--- config.mk ---
export PLATFORM = sky130hd
export DESIGN_NAME = idma_axis_read_sched
export DESIGN_NICKNAME = d
export VERILOG_FILES = /design/src/rtl/idma_axis_read_sched.sv
export SDC_FILE = /design/constraint.sdc
export NUM_CORES = 1
export LEC_CHECK = 0
export CORE_MARGIN = 5
export CORE_UTILIZATION = 31
export DETAILED_ROUTE_END_ITERATION = 16
export PLACE_DENSITY = 0.92
export SLEW_MARGIN = 20
export SYNTH_ARGS = -nofsm -noshare
export SYNTH_HDL_FRONTEND = slang
export SYNTH_SLANG_ARGS = --single-unit
--- constraint.sdc ---
create_clock -name clk_i -period 3.4 [get_ports clk_i]
set_input_delay 0.34 -clock clk_i [delete_from_list [all_inputs] [get_ports clk_i]]
set_output_delay 0.34 -clock clk_i [all_outputs]
set_load 0.05 [all_outputs]
--- src/rtl/idma_axis_read_sched.sv ---
// idma_axis_read_sched: shares one AXIS r_dp read datapath between channels.
// Round-robin owner is locked until its last beat and all responses drain.
module idma_axis_read_sched #(
    parameter int unsigned NumChan  = 4,
    parameter int unsigned ReqWidth = 32,
    parameter int unsigned RspWidth = 4,
    parameter int unsigned MaxOutst = 2,
    parameter int unsigned CntWidth = 16
) (
    input  logic                         clk_i,
    input  logic                         rst_i,
    input  logic [NumChan*ReqWidth-1:0]  ch_req_i,
    input  logic [NumChan-1:0]           ch_last_i,
    input  logic [NumChan-1:0]           ch_valid_i,
    output logic [NumChan-1:0]           ch_ready_o,
    output logic [RspWidth-1:0]          ch_rsp_o,
    output logic [NumChan-1:0]           ch_rsp_valid_o,
    input  logic [NumChan-1:0]           ch_rsp_ready_i,
    output logic [ReqWidth-1:0]          dp_req_o,
    output logic                         dp_req_valid_o,
    input  logic                         dp_req_ready_i,
    input  logic [RspWidth-1:0]          dp_rsp_i,
    input  logic                         dp_rsp_valid_i,
    output logic                         dp_rsp_ready_o,
    output logic                         busy_o,
    output logic [$clog2(NumChan)-1:0]   owner_o,
    output logic [CntWidth-1:0]          beats_o
);

    localparam int unsigned OwW = $clog2(NumChan);
    localparam int unsigned OsW = $clog2(MaxOutst + 1);
    localparam logic [OsW-1:0] OsMax = OsW'(MaxOutst);
    localparam logic [OwW:0] NumChanW = (OwW+1)'(NumChan);
    localparam logic [OwW-1:0] LastCh = OwW'(NumChan - 1);

    typedef enum logic {
        IDLE,
        BUSY
    } state_e;

    state_e              state;
    logic [OwW-1:0]      rr_ptr;
    logic [OwW-1:0]      owner;
    logic [OsW-1:0]      outst;
    logic [OsW-1:0]      outst_nxt;
    logic                done_req;
    logic [CntWidth-1:0] beats;
    logic [OwW-1:0]      pick;
    logic                pick_vld;
    logic [OwW:0]        idx;
    logic                gate;
    logic                rsp_ok;
    logic                req_hs;
    logic                rsp_hs;

    // First valid channel at or after rr_ptr, wrapping around.
    always_comb begin
        pick     = '0;
        pick_vld = 1'b0;
        idx      = '0;
        for (int i = 0; i < int'(NumChan); i++) begin
            idx = {1'b0, rr_ptr} + (OwW+1)'(i);
            if (idx >= NumChanW) idx = idx - NumChanW;
            if (!pick_vld && ch_valid_i[idx[OwW-1:0]]) begin
                pick_vld = 1'b1;
                pick     = idx[OwW-1:0];
            end
        end
    end

    // Owner routing of request and response paths with outstanding gating.
    always_comb begin
        gate = !rst_i && (state == BUSY) && ch_valid_i[owner]
               && !done_req && (outst != OsMax);
        rsp_ok = !rst_i && (state == BUSY) && (outst != '0);

        dp_req_o       = ch_req_i[int'(owner)*ReqWidth +: ReqWidth];
        dp_req_valid_o = gate;
        ch_ready_o     = '0;
        if (gate) ch_ready_o[owner] = dp_req_ready_i;
        req_hs = gate && dp_req_ready_i;

        ch_rsp_o       = dp_rsp_i;
        ch_rsp_valid_o = '0;
        if (rsp_ok) ch_rsp_valid_o[owner] = dp_rsp_valid_i;
        dp_rsp_ready_o = rsp_ok && ch_rsp_ready_i[owner];
        rsp_hs = dp_rsp_ready_o && dp_rsp_valid_i;

        unique case ({req_hs, rsp_hs})
            2'b10:   outst_nxt = outst + OsW'(1);
            2'b01:   outst_nxt = outst - OsW'(1);
            default: outst_nxt = outst;
        endcase
    end

    // Grant FSM: arbitrate in IDLE, count beats in BUSY, release on drain.
    always_ff @(posedge clk_i) begin
        if (rst_i) begin
            state    <= IDLE;
            rr_ptr   <= '0;
            owner    <= '0;
            outst    <= '0;
            beats    <= '0;
            done_req <= 1'b0;
            busy_o   <= 1'b0;
        end else begin
            unique case (state)
                IDLE: begin
                    if (pick_vld) begin
                        owner  <= pick;
                        beats  <= '0;
                        state  <= BUSY;
                        busy_o <= 1'b1;
                    end
                end
                BUSY: begin
                    outst <= outst_nxt;
                    if (req_hs) begin
                        if (beats != '1) beats <= beats + CntWidth'(1);
                        if (ch_last_i[owner]) done_req <= 1'b1;
                    end
                    if (done_req && outst_nxt == '0) begin
                        state    <= IDLE;
                        busy_o   <= 1'b0;
                        done_req <= 1'b0;
                        outst    <= '0;
                        rr_ptr   <= (owner == LastCh) ? '0 : owner + OwW'(1);
                    end
                end
                default: state <= IDLE;
            endcase
        end
    end

    assign owner_o = owner;
    assign beats_o = beats;

    // A response with nothing outstanding means the datapath lost track.
    a_no_stray_rsp : assert property (@(posedge clk_i) disable iff (rst_i)
        !(dp_rsp_valid_i && (state == IDLE || outst == '0)));

endmodule

==> impl_metrics.env <==
export IMPL_synth_top_cells_by_count="mux4_2 (35), dfxtp_1 (25), nor2_1 (19), nand2_1 (17), a21oi_1 (13)"
export IMPL_synth_area_leader_cell="mux4_2"
export IMPL_yosysUniqueCellTypes=49
export IMPL_setup_viol=0
export IMPL_coreArea_um2=7250
export IMPL_crit_arrival_ns=2.63
export IMPL_netlist_instances=231
export IMPL_hold_path_class="flip-flop to flip-flop"
export IMPL_overflow=0
export IMPL_syn_area_per_cell_um2=10.0
export IMPL_cts_tree="built"
export IMPL_ys_top_cells_by_area="mux4_2 (34%), dfxtp_1 (22%), a31oi_1 (3.3%)"
export IMPL_numCtsBuffers=3
export IMPL_fin_crit_ns=2.97
export IMPL_io_pins=213
export IMPL_die_x_um=96.3
export IMPL_initial_utilization=0.318
export IMPL_fmax_mhz=336
export IMPL_peakVddDrop_uv=106
export IMPL_root_buffer="clkbuf_8"
export IMPL_clkTransAtPathRegs_ns=0.09
export IMPL_synth_seq_area_share=0.217
export IMPL_drive_gt1_frac=0.141
export IMPL_insertion_delay_ns=0.27
export IMPL_nFillCells=596
export IMPL_via_count=2919
export IMPL_rsz0062_at_grt="no"
export IMPL_viasPerCell=5.56
export IMPL_grt_pass1_vias=2985
export IMPL_p_leak_nw=1.58
export IMPL_worst_clock_skew_ns=0.00385
export IMPL_totalWireLength_um=12000
export IMPL_fin_nets=581
export IMPL_dp_hpwl_um=10400
export IMPL_synth_area_um2=2310
export IMPL_slew_viol_final=0
export IMPL_yosysTopAreaCellShare=0.341
export IMPL_synth_seq_cells=25
export IMPL_routabilityCongestion=0.928
export IMPL_async_flop_share=0
export IMPL_antenna_found_initial=0
export IMPL_synth_main_ff_cell="dfxtp_1"
export IMPL_ctsHtreeMaxLevel=1
export IMPL_cap_violations=0
export IMPL_num_rows=31
export IMPL_postSynthNetCount=385
export IMPL_synth_most_common_cell="mux4_2"
export IMPL_route_detailed_drc=0
export IMPL_tns_ns=0
export IMPL_ant_nets=0
export IMPL_hold_viol=0
export IMPL_pre_cts_ws_ns=0.482
export IMPL_critical_path_required_ns=3.06
export IMPL_hold_buffers=0
export IMPL_drt_first_pass_iters=5
export IMPL_period_share=0.874
export IMPL_grtUsageTotal=0.242
export IMPL_grt_max_degree=22
export IMPL_die_h_um=96.3
export IMPL_avgRoutedWirePerCell_um=22.9
export IMPL_grt_pass1_wl_um=16700
export IMPL_critPathCaptureType="primary output"
export IMPL_startpoint_type="flip-flop"
export IMPL_clockBufferDepth=2
export IMPL_yosysWarningCount=0
export IMPL_slew_headroom=0.567
export IMPL_status="finished, final reports clean"
export IMPL_cts_repair_resize_count=0
export IMPL_synth_edf_count=0
export IMPL_port_buffers=204
export IMPL_n_antenna_cell=0
export IMPL_synthToLayoutAreaGrowth_pct=92.3
export IMPL_cts_setup_buffers=0
export IMPL_max_slew_worst_pin_slew_ns=0.644
export IMPL_cp_max_fo=18
export IMPL_dieArea_um2=9280
export IMPL_clkSinkCount=25
export IMPL_post_route_worst_setup_slack_ns=0.427
export IMPL_power_density_nw_per_um2=231
export IMPL_drt_iter0_markers=350
export IMPL_crit_type="flip-flop to primary output"
==> cell usage in the layout, fill, tap and decap left out, drive strengths merged, types with 2 or more instances in the layout <==
cell type,n
a21boi,2
a21oi,13
a31oi,12
and2,9
and3,4
buf,14
clkbuf,4
clkdlybuf4s50,196
dfxtp,25
ha,6
inv,6
mux4,35
nand2,18
nand2b,2
nand3,11
nand4,2
nand4b,2
nor2,19
nor3,5
nor4,3
o211a,2
o21a,2
o21ai,8
or3,4
or4,3
xor2,3
==> cell type report <==
| cell class | instances | area, um^2 | share of cell area |
|---|---|---|---|
| clock buffers | 4 | 45.0 | 0.0101 |
| inverters | 6 | 22.5 | 0.00507 |
| multi-input cells | 181 | 1680 | 0.378 |
| flip-flops and latches | 25 | 503 | 0.113 |
| well taps | 99 | 124 | 0.0279 |
| repair buffers | 210 | 2070 | 0.465 |
==> registers in the layout, indices dropped and copies added, names as in the netlist <==
signal,flops
done_req,1
owner_o,2
state,1
beats_o,16
outst,2
busy_o,1
rr_ptr,2
==> report_power, final <==
| part | switching (mW) | total (mW) | internal [mW] |
|---|---|---|---|
| Clock | 0.0930 | 0.177 | 0.0838 |
| Combinational | 0.259 | 0.541 | 0.283 |
| Sequential | 0.00949 | 0.307 | 0.297 |
==> cells by family after synthesis <==
kind of cell	share of synthesized area
mux	0.346
simple gates	0.203
flops	0.217
fa+ha+maj	0.0325
buf+inv	0.0563
compound gates	0.131
xor+xnor	0.0152
==> worst paths after layout <==
kind	start	end	slack, ns	depth (start not counted)
worst max-delay path	owner_o[0]$_SDFFE_PP0P_	dp_req_o[4]	0.43	3
worst min-delay path	beats_o[10]$_SDFFE_PP0P_	beats_o[10]$_SDFFE_PP0P_	0.50	1
worst max register to register	owner_o[0]$_SDFFE_PP0P_	state$_SDFF_PP0_	0.60	8
worst min register to register	beats_o[10]$_SDFFE_PP0P_	beats_o[10]$_SDFFE_PP0P_	0.50	1
==> worst max-delay path: stages (launching register included) <==
cell             delay (ns)
dfxtp_2                0.60
buf_4                  0.41
mux4_2                 0.60
clkdlybuf4s50_1        0.73
==> stage by stage <==
step	hold WS [ns]	cell area (um^2)	std cells	power (mW)	utilization
global placement	0.476	4400	521	0.843	0.606
detailed placement	0.486	4400	521	0.851	0.606
CTS	0.511	4440	525	1.03	0.612
finish	0.500	4440	525	1.02	0.612
global route	0.521	4440	525	1.06	0.612
floorplan	0.463	2310	231	0.589	-
==> routing by layer <==
layer  track usage  routed length, um
met5             0                  0
met4        0.0993                444
met3        0.0930               1550
met2         0.390               5900
met1         0.290               4110
Power figures use the tool's default switching activity.
==> RTL edit, RTL diff (config.mk and constraints unchanged) <==
`RspWidth`: 4 -> 3.
--- a/src/rtl/idma_axis_read_sched.sv
+++ b/src/rtl/idma_axis_read_sched.sv
@@ -4,5 +4,5 @@
     parameter int unsigned NumChan  = 4,
     parameter int unsigned ReqWidth = 32,
-    parameter int unsigned RspWidth = 4,
+    parameter int unsigned RspWidth = 3,
     parameter int unsigned MaxOutst = 2,
     parameter int unsigned CntWidth = 16
Ports: changed (resized ch_rsp_o and dp_rsp_i); port bits go from 213 to 211. No check against the original RTL was run, so the function may have changed too.
==> RTL edit against the original RTL <==
- power rose by 0.31%
- area after synthesis down 0.33%
- sequential cell count unchanged
- wire length grew 1.9%
- setup slack improved by 0.16 ns
- hold slack better by 0.0065 ns
- synthesized cell count down 0.43%
- sequential share of layout area about the same
- critical path depth did not move
- cell count did not move
- die area shrank 0.29%
- design area increased by 0.31%
- critical path type unchanged
==> RTL edit: results (changes against the original RTL) <==
[pwr]
pwr-share-comb_pct = 52.9  ; was 52.8%
p_sw_share_pct = 35.46  ; was 35.24%
total_leakage_power_nw = 1.582  ; was 1.577 nW

[cells_and_area]
fillerInstances = 592  ; was 596
n_clock_buffer = 3  ; was 4
drive_gt1_share_pct = 14.32  ; was 14.08%
nNetsFinal = 580  ; was 581
clock_area_share_pct = 1.039  ; was 1.014%
inverters = 6  ; unchanged
multi_input_area_share_pct = 37.70  ; was 37.81%

[global_routing]
overflow = 0  ; unchanged
grt_use_met2_pct = 42.04  ; was 38.99%
grtUsageMet1_pct = 27.26  ; was 28.98%
grt_pass1_wl_mm = 16.99  ; was 16.72 mm
grt_pass1_vias = 3074  ; was 2985
track_usage_pct = 24.71  ; was 24.23%
grt_max_degree = 20  ; was 22

[run_status]
status = finished, final reports clean  ; unchanged

[cts]
cts-htree-levels = 1  ; unchanged

[logic_synthesis]
synthAdderAreaFrac_pct = 3.261  ; was 3.250%
syn_nets = 383  ; was 385
synthMuxAreaShare_pct = 34.67  ; was 34.56%
ys_seq_area_share_pct = 21.74  ; was 21.67%
synth-compound-area-share_pct = 13.10  ; was 13.06%

[setup_path]
path_max_fanout = 13  ; was 18
endpoint = dp_req_o[16]  ; was dp_req_o[4]

[drt]
wl_met1_mm = 3.979  ; was 4.112 mm
drc_errors = 0  ; unchanged
vias = 2923  ; was 2919
drt_iter0_drc = 255  ; was 350
drt-total-wl_mm = 12.24  ; was 12.01 mm
route.met2.wl_mm = 6.115  ; was 5.903 mm
dr_wl_met3_mm = 1.625  ; was 1.549 mm

[placement]
io_buffers = 204  ; unchanged
place_congestion = 0.8961  ; was 0.9283
dp_hpwl_mm = 10.36  ; about the same

[sta]
skew_ns = 0.01083  ; was 0.003853 ns
slew_headroom_pct = 58.10  ; was 56.69%

[hold_path]
min-delay-start = beats_o[15]  ; was beats_o[10]
hold_class = reg2reg  ; unchanged
whs_path_depth = 1  ; unchanged

==> RTL edit: cell types whose count changed in the layout (fill, tap and decap cells not counted) <==
cell      delta
buf_12       +1
buf_4        -1
clkbuf_1     -1
clkinv_2     +1
==> RTL edit: stage by stage <==
stage                     worst slack, ns  total power [W]  instance area, sq um  std cells  util, %
after floorplan                    0.2814        0.0005855                  2302        230        -
after global placement             0.6208        0.0008419                  4408        521    60.77
after detailed placement           0.4959        0.0008533                  4408        521    60.77
after CTS                          0.5489         0.001032                  4454        525    61.41
after global routing               0.4166         0.001070                  4454        525    61.41
final                              0.5865         0.001028                  4454        525    61.41
==> RTL edit: worst min-delay path by stage <==
stage                              to  slack, ns
after floorplan             rr_ptr[0]       0.46
after global placement    beats_o[15]       0.48
after detailed placement  beats_o[15]       0.49
after CTS                 beats_o[15]       0.51
after global routing      beats_o[15]       0.54
final                     beats_o[15]       0.51
